==> config.mk <==
export PLATFORM = sky130hd
export DESIGN_NAME = alu_share_arb_flat
export DESIGN_NICKNAME = d
export VERILOG_FILES = /design/src/rtl/alu_share_arb_if.sv /design/src/rtl/alu_share_arb.sv /design/src/flat_wrapper.sv
export SDC_FILE = /design/constraint.sdc
export NUM_CORES = 1
export LEC_CHECK = 0
export BUFFER_PORTS_ARGS = -buffer_cell sky130_fd_sc_hd__buf_4
export CAP_MARGIN = 20
export CORE_UTILIZATION = 35
export CTS_CLUSTER_DIAMETER = 150
export CTS_CLUSTER_SIZE = 30
export DETAILED_ROUTE_END_ITERATION = 10
export PLACE_DENSITY_LB_ADDON = 0.08
export SYNTH_ARGS = -nofsm -noshare
export SYNTH_HDL_FRONTEND = slang
export SYNTH_SLANG_ARGS = --single-unit
==> constraint.sdc <==
create_clock -name clk -period 3.6 [get_ports clk]
set_input_delay 0.9 -clock clk [delete_from_list [all_inputs] [get_ports clk]]
set_output_delay 0.9 -clock clk [all_outputs]
set_load 0.01 [all_outputs]
==> src/rtl/alu_share_arb_if.sv <==
// Bundle of two requester handshakes and one response channel around the
// shared mini-ALU.
interface alu_share_arb_if;
    logic       req0_valid;
    logic       req0_ready;
    logic [2:0] req0_op;
    logic [4:0] req0_a;
    logic [4:0] req0_b;
    logic       req1_valid;
    logic       req1_ready;
    logic [2:0] req1_op;
    logic [4:0] req1_a;
    logic [4:0] req1_b;
    logic       rsp_valid;
    logic       rsp_ready;
    logic       rsp_id;
    logic [4:0] rsp_data;

    modport master (
        output req0_valid, req0_op, req0_a, req0_b,
        output req1_valid, req1_op, req1_a, req1_b,
        input  req0_ready, req1_ready,
        input  rsp_valid, rsp_id, rsp_data,
        output rsp_ready
    );

    modport slave (
        input  req0_valid, req0_op, req0_a, req0_b,
        input  req1_valid, req1_op, req1_a, req1_b,
        output req0_ready, req1_ready,
        output rsp_valid, rsp_id, rsp_data,
        input  rsp_ready
    );
endinterface

==> src/rtl/alu_share_arb.sv <==
// Round-robin sharing controller for the 5-bit mini-ALU: accepts one request,
// evaluates it, and returns the registered result tagged with the requester id.
module alu_share_arb #(
    parameter int CNT_W = 8
) (
    input  logic             clk,
    input  logic             rst_n,
    alu_share_arb_if.slave   bus,
    output logic [CNT_W-1:0] cnt0,
    output logic [CNT_W-1:0] cnt1,
    output logic             busy
);

    localparam logic [1:0] IDLE = 2'd0;
    localparam logic [1:0] EXEC = 2'd1;
    localparam logic [1:0] RESP = 2'd2;

    logic [1:0]       state_q, state_d;
    logic             last_grant_q, last_grant_d;
    logic             id_q, id_d;
    logic [2:0]       op_q, op_d;
    logic [4:0]       a_q, a_d;
    logic [4:0]       b_q, b_d;
    logic [4:0]       rsp_data_q, rsp_data_d;
    logic [CNT_W-1:0] cnt0_q, cnt0_d;
    logic [CNT_W-1:0] cnt1_q, cnt1_d;

    logic             grant;
    logic             accept;
    logic [4:0]       alu_y;

    // On a tie the requester that did not win last time gets the slot.
    always_comb begin
        grant = 1'b0;
        if (bus.req0_valid && bus.req1_valid) begin
            grant = ~last_grant_q;
        end else if (bus.req1_valid) begin
            grant = 1'b1;
        end
    end

    always_comb begin
        bus.req0_ready = (state_q == IDLE) && bus.req0_valid && !grant;
        bus.req1_ready = (state_q == IDLE) && bus.req1_valid && grant;
        accept         = bus.req0_ready || bus.req1_ready;
    end

    // Bit 4 always mirrors b[0]; this is how the existing ALU behaves.
    always_comb begin
        alu_y = '0;
        case (op_q)
            3'd0: alu_y = a_q + b_q;
            3'd1: alu_y = a_q - b_q;
            3'd2: alu_y = 5'd0 - a_q;
            3'd3: alu_y = 5'd0 - b_q;
            3'd4: alu_y = a_q & b_q;
            3'd5: alu_y = a_q | b_q;
            3'd6: alu_y = a_q ^ b_q;
            3'd7: alu_y = {b_q[3:0], 1'b0};
        endcase
        alu_y[4] = b_q[0];
    end

    always_comb begin
        state_d      = state_q;
        last_grant_d = last_grant_q;
        id_d         = id_q;
        op_d         = op_q;
        a_d          = a_q;
        b_d          = b_q;
        rsp_data_d   = rsp_data_q;
        cnt0_d       = cnt0_q;
        cnt1_d       = cnt1_q;
        case (state_q)
            IDLE: begin
                if (accept) begin
                    id_d    = grant;
                    op_d    = grant ? bus.req1_op : bus.req0_op;
                    a_d     = grant ? bus.req1_a  : bus.req0_a;
                    b_d     = grant ? bus.req1_b  : bus.req0_b;
                    state_d = EXEC;
                end
            end
            EXEC: begin
                rsp_data_d = alu_y;
                state_d    = RESP;
            end
            RESP: begin
                if (bus.rsp_ready) begin
                    last_grant_d = id_q;
                    if (id_q) begin
                        cnt1_d = cnt1_q + CNT_W'(1);
                    end else begin
                        cnt0_d = cnt0_q + CNT_W'(1);
                    end
                    state_d = IDLE;
                end
            end
            default: state_d = IDLE;
        endcase
    end

    always_ff @(posedge clk or negedge rst_n) begin
        if (!rst_n) begin
            state_q      <= IDLE;
            last_grant_q <= 1'b1;
            id_q         <= 1'b0;
            op_q         <= '0;
            a_q          <= '0;
            b_q          <= '0;
            rsp_data_q   <= '0;
            cnt0_q       <= '0;
            cnt1_q       <= '0;
        end else begin
            state_q      <= state_d;
            last_grant_q <= last_grant_d;
            id_q         <= id_d;
            op_q         <= op_d;
            a_q          <= a_d;
            b_q          <= b_d;
            rsp_data_q   <= rsp_data_d;
            cnt0_q       <= cnt0_d;
            cnt1_q       <= cnt1_d;
        end
    end

    always_comb begin
        bus.rsp_valid = (state_q == RESP);
        bus.rsp_id    = id_q;
        bus.rsp_data  = rsp_data_q;
        busy          = (state_q != IDLE);
        cnt0          = cnt0_q;
        cnt1          = cnt1_q;
    end

endmodule

==> src/flat_wrapper.sv <==
// flat-port wrapper written by rule: the top's interface ports become plain ports
module alu_share_arb_flat 
#(
    parameter int CNT_W = 8
)
  (clk, rst_n, cnt0, cnt1, busy, bus_req0_valid, bus_req0_op, bus_req0_a, bus_req0_b, bus_req1_valid, bus_req1_op, bus_req1_a, bus_req1_b, bus_req0_ready, bus_req1_ready, bus_rsp_valid, bus_rsp_id, bus_rsp_data, bus_rsp_ready);
  alu_share_arb_if bus_i ();
  input  logic clk;
  input  logic rst_n;
  output logic [CNT_W-1:0] cnt0;
  output logic [CNT_W-1:0] cnt1;
  output logic busy;
  input wire logic [$bits(bus_i.req0_valid)-1:0] bus_req0_valid;
  input wire logic [$bits(bus_i.req0_op)-1:0] bus_req0_op;
  input wire logic [$bits(bus_i.req0_a)-1:0] bus_req0_a;
  input wire logic [$bits(bus_i.req0_b)-1:0] bus_req0_b;
  input wire logic [$bits(bus_i.req1_valid)-1:0] bus_req1_valid;
  input wire logic [$bits(bus_i.req1_op)-1:0] bus_req1_op;
  input wire logic [$bits(bus_i.req1_a)-1:0] bus_req1_a;
  input wire logic [$bits(bus_i.req1_b)-1:0] bus_req1_b;
  output wire logic [$bits(bus_i.req0_ready)-1:0] bus_req0_ready;
  output wire logic [$bits(bus_i.req1_ready)-1:0] bus_req1_ready;
  output wire logic [$bits(bus_i.rsp_valid)-1:0] bus_rsp_valid;
  output wire logic [$bits(bus_i.rsp_id)-1:0] bus_rsp_id;
  output wire logic [$bits(bus_i.rsp_data)-1:0] bus_rsp_data;
  input wire logic [$bits(bus_i.rsp_ready)-1:0] bus_rsp_ready;
  assign bus_i.req0_valid = bus_req0_valid;
  assign bus_i.req0_op = bus_req0_op;
  assign bus_i.req0_a = bus_req0_a;
  assign bus_i.req0_b = bus_req0_b;
  assign bus_i.req1_valid = bus_req1_valid;
  assign bus_i.req1_op = bus_req1_op;
  assign bus_i.req1_a = bus_req1_a;
  assign bus_i.req1_b = bus_req1_b;
  assign bus_req0_ready = bus_i.req0_ready;
  assign bus_req1_ready = bus_i.req1_ready;
  assign bus_rsp_valid = bus_i.rsp_valid;
  assign bus_rsp_id = bus_i.rsp_id;
  assign bus_rsp_data = bus_i.rsp_data;
  assign bus_i.rsp_ready = bus_rsp_ready;
  alu_share_arb #(.CNT_W(CNT_W)) u_core (.clk(clk), .rst_n(rst_n), .bus(bus_i), .cnt0(cnt0), .cnt1(cnt1), .busy(busy));
endmodule
---- Yosys cells after proc, flatten, opt, wreduce, memory -nomap -nowiden ----
Index checks and enable logic that the tools add are counted.
cells by class
  add/sub/neg operators ................... 6
  eq/ne operators ......................... 11
  multiplexer cells ....................... 9
  bitwise operators ....................... 5
  reductions and logical operators ........ 15
operator list
  operator             number
  $pmux 4 s8           1
  $add 8x1->8 const B  2
  $eq 3x3->1 const B   4
  $mux 4               2
  $sub 1x4->4 const A  2
  $eq 3x2->1 const B   2
  $pmux 2 s3           1
  $reduce_and 2->1     3
  $reduce_and 3->1     2
  $logic_and 1x1->1    5
  $add 4x4->4          1
  $and 4x4->4          1
  $mux 2               2
  $ne 2x1->1 const B   2
  $or 4x4->4           1
  $sub 4x4->4          1
  $xor 4x4->4          1
  $eq 3x1->1 const B   1
  $logic_not 3->1      1
  $mux 3               1
  $eq 2x1->1 const B   1
  $eq 2x2->1 const B   1
  $logic_not 2->1      1
  $mux 1               2
  4 further kinds      5
storage, ports and cells
  flip-flop bits (word level) ............. 36
  output and inout port bits .............. 26
  word-level logic and storage cells ...... 55

---- Depth between registers and ports, before layout ----
Gate-level depths: netlist of the first run.
  word-level depth ........................ 7
  depth in mapped cells ................... 9
  gate-level depth less buffers ........... 8

---- Worst setup path before layout of the first run ----
OpenSTA, ideal clock, no wires.
  kind .................................... input port to output port
  start point ............................. input port bus_req1_valid
  end point ............................... output port bus_req0_ready
  arrival time ............................ 1.599 ns
  path slack .............................. 1.101 ns
  stages on the path ...................... 3
  path buffers ............................ 1
  cell sequence ........................... a21boi_1 buf_2 nor2_1
on the way
  word-level cells in the longest chain between the ends .. 4
  elaborated cells on any way between the ends .. 5
  those cells by class .................... 2 x mux; 3 x reduce/logical
ends and longest elaborated chain
  element                                             line                                      text
  from (decl)                                         flat_wrapper.sv:17                        input wire logic [$bits(bus_i.req1_valid)-1:0] bus_req1_valid;
  $mux 1 / $logic_and 1x1->1 (equally long branches)  alu_share_arb.sv:37, alu_share_arb.sv:35
  $mux 1 *                                            alu_share_arb.sv:35                       if (bus.req0_valid && bus.req1_valid) begin
  $logic_not 1->1 *                                   alu_share_arb.sv:43                       bus.req0_ready = (state_q == IDLE) && bus.req0_valid && !grant;
  $logic_and 1x1->1 *                                 alu_share_arb.sv:43
  to (decl)                                           flat_wrapper.sv:21                        output wire logic [$bits(bus_i.req0_ready)-1:0] bus_req0_ready;
Mark *: on every way between the ends. The rest lies on a longest branch, timed or not.

---- Worst setup path after layout of the first run ----
  start point ............................. input port bus_req0_valid
  end point ............................... output port bus_req1_ready
on the way
  word-level cells in the longest chain between the ends .. 3
ends and longest elaborated chain
  element            line                 text
  from (decl)        flat_wrapper.sv:13   input wire logic [$bits(bus_i.req0_valid)-1:0] bus_req0_valid;
  $logic_and 1x1->1  alu_share_arb.sv:35
  $mux 1             alu_share_arb.sv:35
  $logic_and 1x1->1  alu_share_arb.sv:44  bus.req1_ready = (state_q == IDLE) && bus.req1_valid && grant;
  to (decl)          flat_wrapper.sv:22   output wire logic [$bits(bus_i.req1_ready)-1:0] bus_req1_ready;
No other way between the ends.

==> results of run 1 <==
==> cells in the mapped netlist (3+ instances only) <==
cell / instances / area (um2)
dfrtp_1: 35 / 876
nor2_1: 24 / 90.1
a21oi_1: 18 / 90.1
mux2i_1: 17 / 170
xnor2_1: 17 / 149
ha_1: 15 / 188
inv_1: 14 / 52.6
nand2_1: 10 / 37.5
nand4_1: 5 / 31.3
and3_1: 4 / 25.0
clkbuf_1: 4 / 15.0
xor2_1: 4 / 35.0
buf_2: 3 / 15.0
inv_2: 3 / 11.3
o21ai_0: 3 / 15.0
o21ai_1: 3 / 15.0
==> layout make-up <==
type | instances | area share
Sequential cell | 36 | 0.335
Clock buffer | 6 | 0.0307
Multi-Input combinational cell | 148 | 0.420
Clock inverter | 2 | 0.00511
Timing Repair Buffer | 54 | 0.150
Tap cell | 75 | 0.0348
Inverter | 17 | 0.0237
==> registers in the layout, summed over array words and instances, names as in the netlist <==
| register | count |
|---|---|
| u_core.a_q | 4 |
| u_core.b_q | 4 |
| u_core.bus.rsp_data | 5 |
| u_core.cnt1 | 8 |
| u_core.bus.rsp_id | 1 |
| u_core.op_q | 3 |
| u_core.cnt0 | 8 |
| u_core.last_grant_q | 1 |
| u_core.state_q | 2 |
==> cell families after synthesis <==
group                      after synthesis
DFF                                     36
AOI/OAI and AO/OA                       31
muxes                                   23
buffers and inverters                   26
xor gates and xnor gates                22
and+or+nand+nor                         56
adders and majority gates               16
==> final timing paths <==
path                                                to  slack, ns
min in group asynchronous               u_core.cnt1[5]       0.55
max in group asynchronous          u_core.last_grant_q       2.70
worst min-delay path                    u_core.cnt0[7]       0.48
worst max-delay path                    bus_req1_ready       1.03
worst min register to register          u_core.cnt0[7]       0.48
worst max register to register  u_core.bus.rsp_data[3]       1.08
==> metrics by stage <==
stage,utilization,std cells,worst slack [ns],hold WS [ns],power [W]
2_1_floorplan,-,210,1.10,0.495,0.00159
3_3_place_gp,0.439,330,1.02,0.463,0.00192
3_5_place_dp,0.439,330,1.02,0.467,0.00194
4_1_cts,0.455,338,1.02,0.478,0.00226
5_1_grt,0.455,338,0.881,0.486,0.00246
6_report,0.455,338,1.03,0.477,0.00221
==> layer usage <==
metal,up-vias,track usage,part of all wire
li1,818,-,-
met1,720,0.210,0.51
met2,43,0.226,0.44
met3,2,0.0386,0.051
met4,0,0.0375,0.0055
met5,-,0,0
==> report_power, final <==
| part | switching (W) | internal, W |
|---|---|---|
| sequential | 0.000225 | 0.000559 |
| combinational | 0.000520 | 0.000604 |
| clock | 0.000149 | 0.000156 |
==> cells in the final DEF (no fill, tap or decap), types with 2 or more instances in the layout <==
master,n
a211oi_1,2
a21oi_1,18
and3_1,4
buf_4,54
clkbuf_8,6
dfrtp_1,35
ha_1,15
inv_1,14
inv_2,3
mux2_1,2
mux2i_1,17
mux4_2,2
nand2_1,10
nand2b_1,2
nand3_1,2
nand4_1,5
nor2_1,24
nor3_1,2
o21ai_0,3
o21ai_1,3
xnor2_1,17
xor2_1,4
==> critical path: cells and delay by family <==
family,cells,cell delay (ns)
buffers and inverters,3,0.49
AND/OR/NAND/NOR,1,0.17
AO/OA/AOI/OAI,1,0.11
==> flow_metrics.env, run 1 <==
export IMPL_status="completed"
export IMPL_cp_start_kind="input port"
export IMPL_min_from="u_core.cnt0[7]"
export IMPL_synth_fa_ha_area_frac=0.0967
export IMPL_cts_buffers_inserted=5
export IMPL_yosys_most_used_dff="dfrtp_1"
export IMPL_yosysWarnings=0
export IMPL_worst_path_max_fanout=13
export IMPL_cts_tree="yes"
export IMPL_vias=1583
export IMPL_drc=0
export IMPL_synthesis_nets=257
export IMPL_multiInputGateArea_um2=1130
export IMPL_path_class="in2out"
export IMPL_clockBufferDepth=2
export IMPL_die_area_um2=6450
export IMPL_wire_per_inst_um=12.3
export IMPL_cpMaxStageDelayCell="buf_4"
export IMPL_holdBufCountCts=0
export IMPL_cpMostUsedCell="buf_4"
export IMPL_setup_tns_ns=0
export IMPL_n_antenna_cell=0
export IMPL_syn_area_per_cell_um2=10.2
export IMPL_synth_edf_count=0
export IMPL_layout_nets=309
export IMPL_cp_slowest_stage_delay_ns=0.25
export IMPL_synthCells=210
export IMPL_seqCellArea_um2=902
export IMPL_arrival_ns=1.67
export IMPL_portBuffers=52
export IMPL_rsz0062_at_grt="no"
export IMPL_grt_max_degree=37
export IMPL_p_leak_nw=1.34
export IMPL_clk_latency_ns=0.29
export IMPL_stdcell_area_um2=2690
export IMPL_peakVddDrop_mv=0.289
export IMPL_worstMarginPinSlew_ns=0.516
export IMPL_die_height_um=80.3
export IMPL_clock_fmax_ghz=0.389
export IMPL_synth_area_mux_share=0.128
export IMPL_clk_pin_slew_ns=0.08
export IMPL_p_per_area_nw_per_um2=822
export IMPL_synth_xor_area_frac=0.0932
export IMPL_final_max_slew_viol_count=0
export IMPL_post_cts_buffers=0
export IMPL_ys_async_sr_fraction=1.00
export IMPL_hold_depth=1
export IMPL_hold_viol=0
export IMPL_num_rows=28
export IMPL_synth_compound_area_share=0.0804
export IMPL_drt_wl_total_um=4150
export IMPL_path_cells="buf_4 > a21boi_1 > buf_4 > and2_1 > buf_4"
export IMPL_grt_pass1_wl_um=7270
export IMPL_dp_hpwl_um=3120
export IMPL_die_x_um=80.3
export IMPL_initial_core_util=0.363
export IMPL_htree_levels=2
export IMPL_final_layout_size_suffix_gt1_frac=0.274
export IMPL_grt_overflow_total=0
export IMPL_grt_total_usage=0.149
export IMPL_clock_skew_ns=0.00963
export IMPL_synth_cell_types=41
export IMPL_synth_top_family_by_area="simple AND/OR/NAND/NOR gates"
export IMPL_area_growth_pct=25.5
export IMPL_drt_first_pass_iters=4
export IMPL_cp_end_kind="output pin"
export IMPL_cts_sinks=36
export IMPL_fillCellCount=599
export IMPL_grt_pass1_vias=1572
export IMPL_setup_viol=0
export IMPL_ant_nets=0
export IMPL_ios=57
export IMPL_antenna_found_initial=0
export IMPL_crit_start="bus_req0_valid"
export IMPL_r2r_start="u_core.op_q[0]"
export IMPL_postPlaceCellArea_um2=2600
export IMPL_cts_repair_resized=0
export IMPL_synth_simple_area_share=0.129
export IMPL_ys_ff_latch=36
export IMPL_root_buffer="clkbuf_8"
export IMPL_drv_cap=0
export IMPL_netlist_area_um2=2150
export IMPL_finalCritPeriodShare=0.713
export IMPL_worstHoldPathType="reg2reg"
export IMPL_core_area_um2=5920
export IMPL_avgViaCountPerCell=4.68
export IMPL_drt_initial_drc_count=66
export IMPL_required_ns=2.70
export IMPL_seq_area_frac_synth=0.420
export IMPL_r2r_cells=7
export IMPL_gp_routability_congestion=0.792
export IMPL_layout_min_cycle_time_ns=2.57
export IMPL_max_slew_margin=0.656
(Power assumes the default switching activity.)
==> inputs of run 2 (changes only) <==
clock period = 2.5 ns   (was 3.6 ns; I/O delays follow)
==> run 2 against run 1 <==
Clock skew is essentially flat. Die area unchanged. Setup slack worse by 0.72 ns. Flip-flop and latch count unchanged.
==> flow_metrics.env, run 2 (synthesized netlist as in run 1, its figures left out) <==
export IMPL_core_area_um2=5920
export IMPL_ios=57
export IMPL_clk_pin_slew_ns=0.08
export IMPL_setup_viol=0
export IMPL_drc=0
export IMPL_vias=1596
export IMPL_final_layout_size_suffix_gt1_frac=0.284
export IMPL_worstReg2RegEnd="u_core.bus.rsp_data[3]"
export IMPL_hold_viol=0
export IMPL_grt_max_degree=37
export IMPL_path_class="reg2reg"
export IMPL_dp_cells=335
export IMPL_die_x_um=80.3
export IMPL_fillCellCount=595
export IMPL_htree_levels=2
export IMPL_drt_first_pass_iters=4
export IMPL_finalCritPeriodShare=0.876
export IMPL_setup_tns_ns=0
export IMPL_cts_repair_resized=0
export IMPL_antenna_found_initial=0
export IMPL_drt_wl_total_um=4160
export IMPL_p_leak_nw=1.35
export IMPL_grt_pass1_wl_um=7210
export IMPL_initial_core_util=0.363
export IMPL_die_area_um2=6450
export IMPL_cp_start_kind="flop"
export IMPL_layout_nets=314
export IMPL_cp_end_kind="flop"
export IMPL_max_slew_margin=0.695
export IMPL_area_growth_pct=27.1
export IMPL_r2r_start="u_core.b_q[0]"
export IMPL_gp_routability_congestion=0.820
export IMPL_clk_latency_ns=0.29
export IMPL_clock_skew_ns=0.00978
export IMPL_drt_initial_drc_count=44
export IMPL_status="completed"
export IMPL_final_common_cell="buf_4"
export IMPL_ant_nets=0
export IMPL_clock_fmax_ghz=0.456
export IMPL_drv_cap=0
export IMPL_wire_per_inst_um=12.1
export IMPL_cts_sinks=36
export IMPL_crit_start="u_core.b_q[0]"
export IMPL_post_cts_buffers=0
export IMPL_cts_tree="yes"
export IMPL_worstHoldPathType="in2async"
export IMPL_crit_end="u_core.bus.rsp_data[3]"
export IMPL_p_per_area_nw_per_um2=1190
export IMPL_die_height_um=80.3
export IMPL_grt_pass1_vias=1511
export IMPL_portBuffers=52
export IMPL_cts_buffers_inserted=5
export IMPL_worst_path_max_fanout=4
export IMPL_r2r_cells=8
export IMPL_root_buffer="clkbuf_8"
export IMPL_worstMarginPinSlew_ns=0.458
export IMPL_layout_min_cycle_time_ns=2.19
export IMPL_clockBufferDepth=2
export IMPL_rsz0062_at_grt="no"
export IMPL_arrival_ns=2.36
export IMPL_grt_overflow_total=0
export IMPL_final_util=0.461
export IMPL_finalNonFillerCells=343
export IMPL_peakVddDrop_mv=0.406
export IMPL_final_max_slew_viol_count=0
export IMPL_required_ns=2.67
export IMPL_num_rows=28
export IMPL_n_antenna_cell=0
export IMPL_holdBufCountCts=0
export IMPL_avgViaCountPerCell=4.65
export IMPL_grt_total_usage=0.148
export IMPL_dp_hpwl_um=3140
export IMPL_r2r_setup_slack_ns=0.31
export IMPL_mostFrequentLayoutCells="buf_4 (59), dfrtp_1 (35), nor2_1 (24)"
## run 2: cell count changes in the layout (fill, tap and decap cells not counted)
cell,change
clkinv_2,-1
clkbuf_1,+1
buf_4,+5
inv_6,-1
clkinvlp_4,+1
## run 2: cell type report
cell class	instances	area, um2	area share
inverter	17	63.8	0.0234
tap	75	93.8	0.0344
sequential	36	902	0.331
timing repair buffer	59	443	0.162
clock buffer	7	86.3	0.0316
multi-input combinational	148	1130	0.415
clock inverter	1	7.51	0.00275
## run 2: critical path, stage by stage, from the launching register on
cell and delay [ns]:
dfrtp_1 0.38, inv_1 0.16, ha_1 0.26, mux2i_1 0.25, ha_1 0.29, a21o_1 0.17, a21oi_1 0.18, xnor2_1 0.08
a211o_1 0.29
## run 2: where the power goes
part           switching, W  internal (W)
Combinational      0.000866      0.000918
Clock              0.000211      0.000224
Sequential         0.000224      0.000806
## run 2: how the worst min path moves through the flow
| stage | startpoint | to | depth (start not counted) |
|---|---|---|---|
| floorplan | rst_n | u_core.a_q[0] | 0 |
| CTS | rst_n | u_core.cnt1[5] | 1 |
| detailed placement | u_core.cnt1[7] | u_core.cnt1[7] | 1 |
| finish | rst_n | u_core.cnt1[4] | 1 |
| global placement | u_core.cnt0[7] | u_core.cnt0[7] | 1 |
| global route | rst_n | u_core.b_q[1] | 1 |
## run 2: routing by layer
metal / part of all wire / routed length (um) / global-route usage
met1: 0.51 / 2140 / 0.212
met2: 0.42 / 1760 / 0.208
met3: 0.052 / 217 / 0.0443
met4: 0.011 / 44 / 0.0536
met5: 0 / 0 / 0
## run 2: per-stage QoR
step | setup WS [ns] | hold slack [ns] | total power, W | cell area [um2]
after detailed placement | 0.313 | 0.469 | 0.00284 | 2640
final | 0.309 | 0.279 | 0.00325 | 2730
after floorplan | 0.390 | 0.329 | 0.00229 | 2150
after CTS | 0.271 | 0.300 | 0.00331 | 2730
after global routing | 0.155 | 0.316 | 0.00358 | 2730
after global placement | 0.346 | 0.464 | 0.00281 | 2640
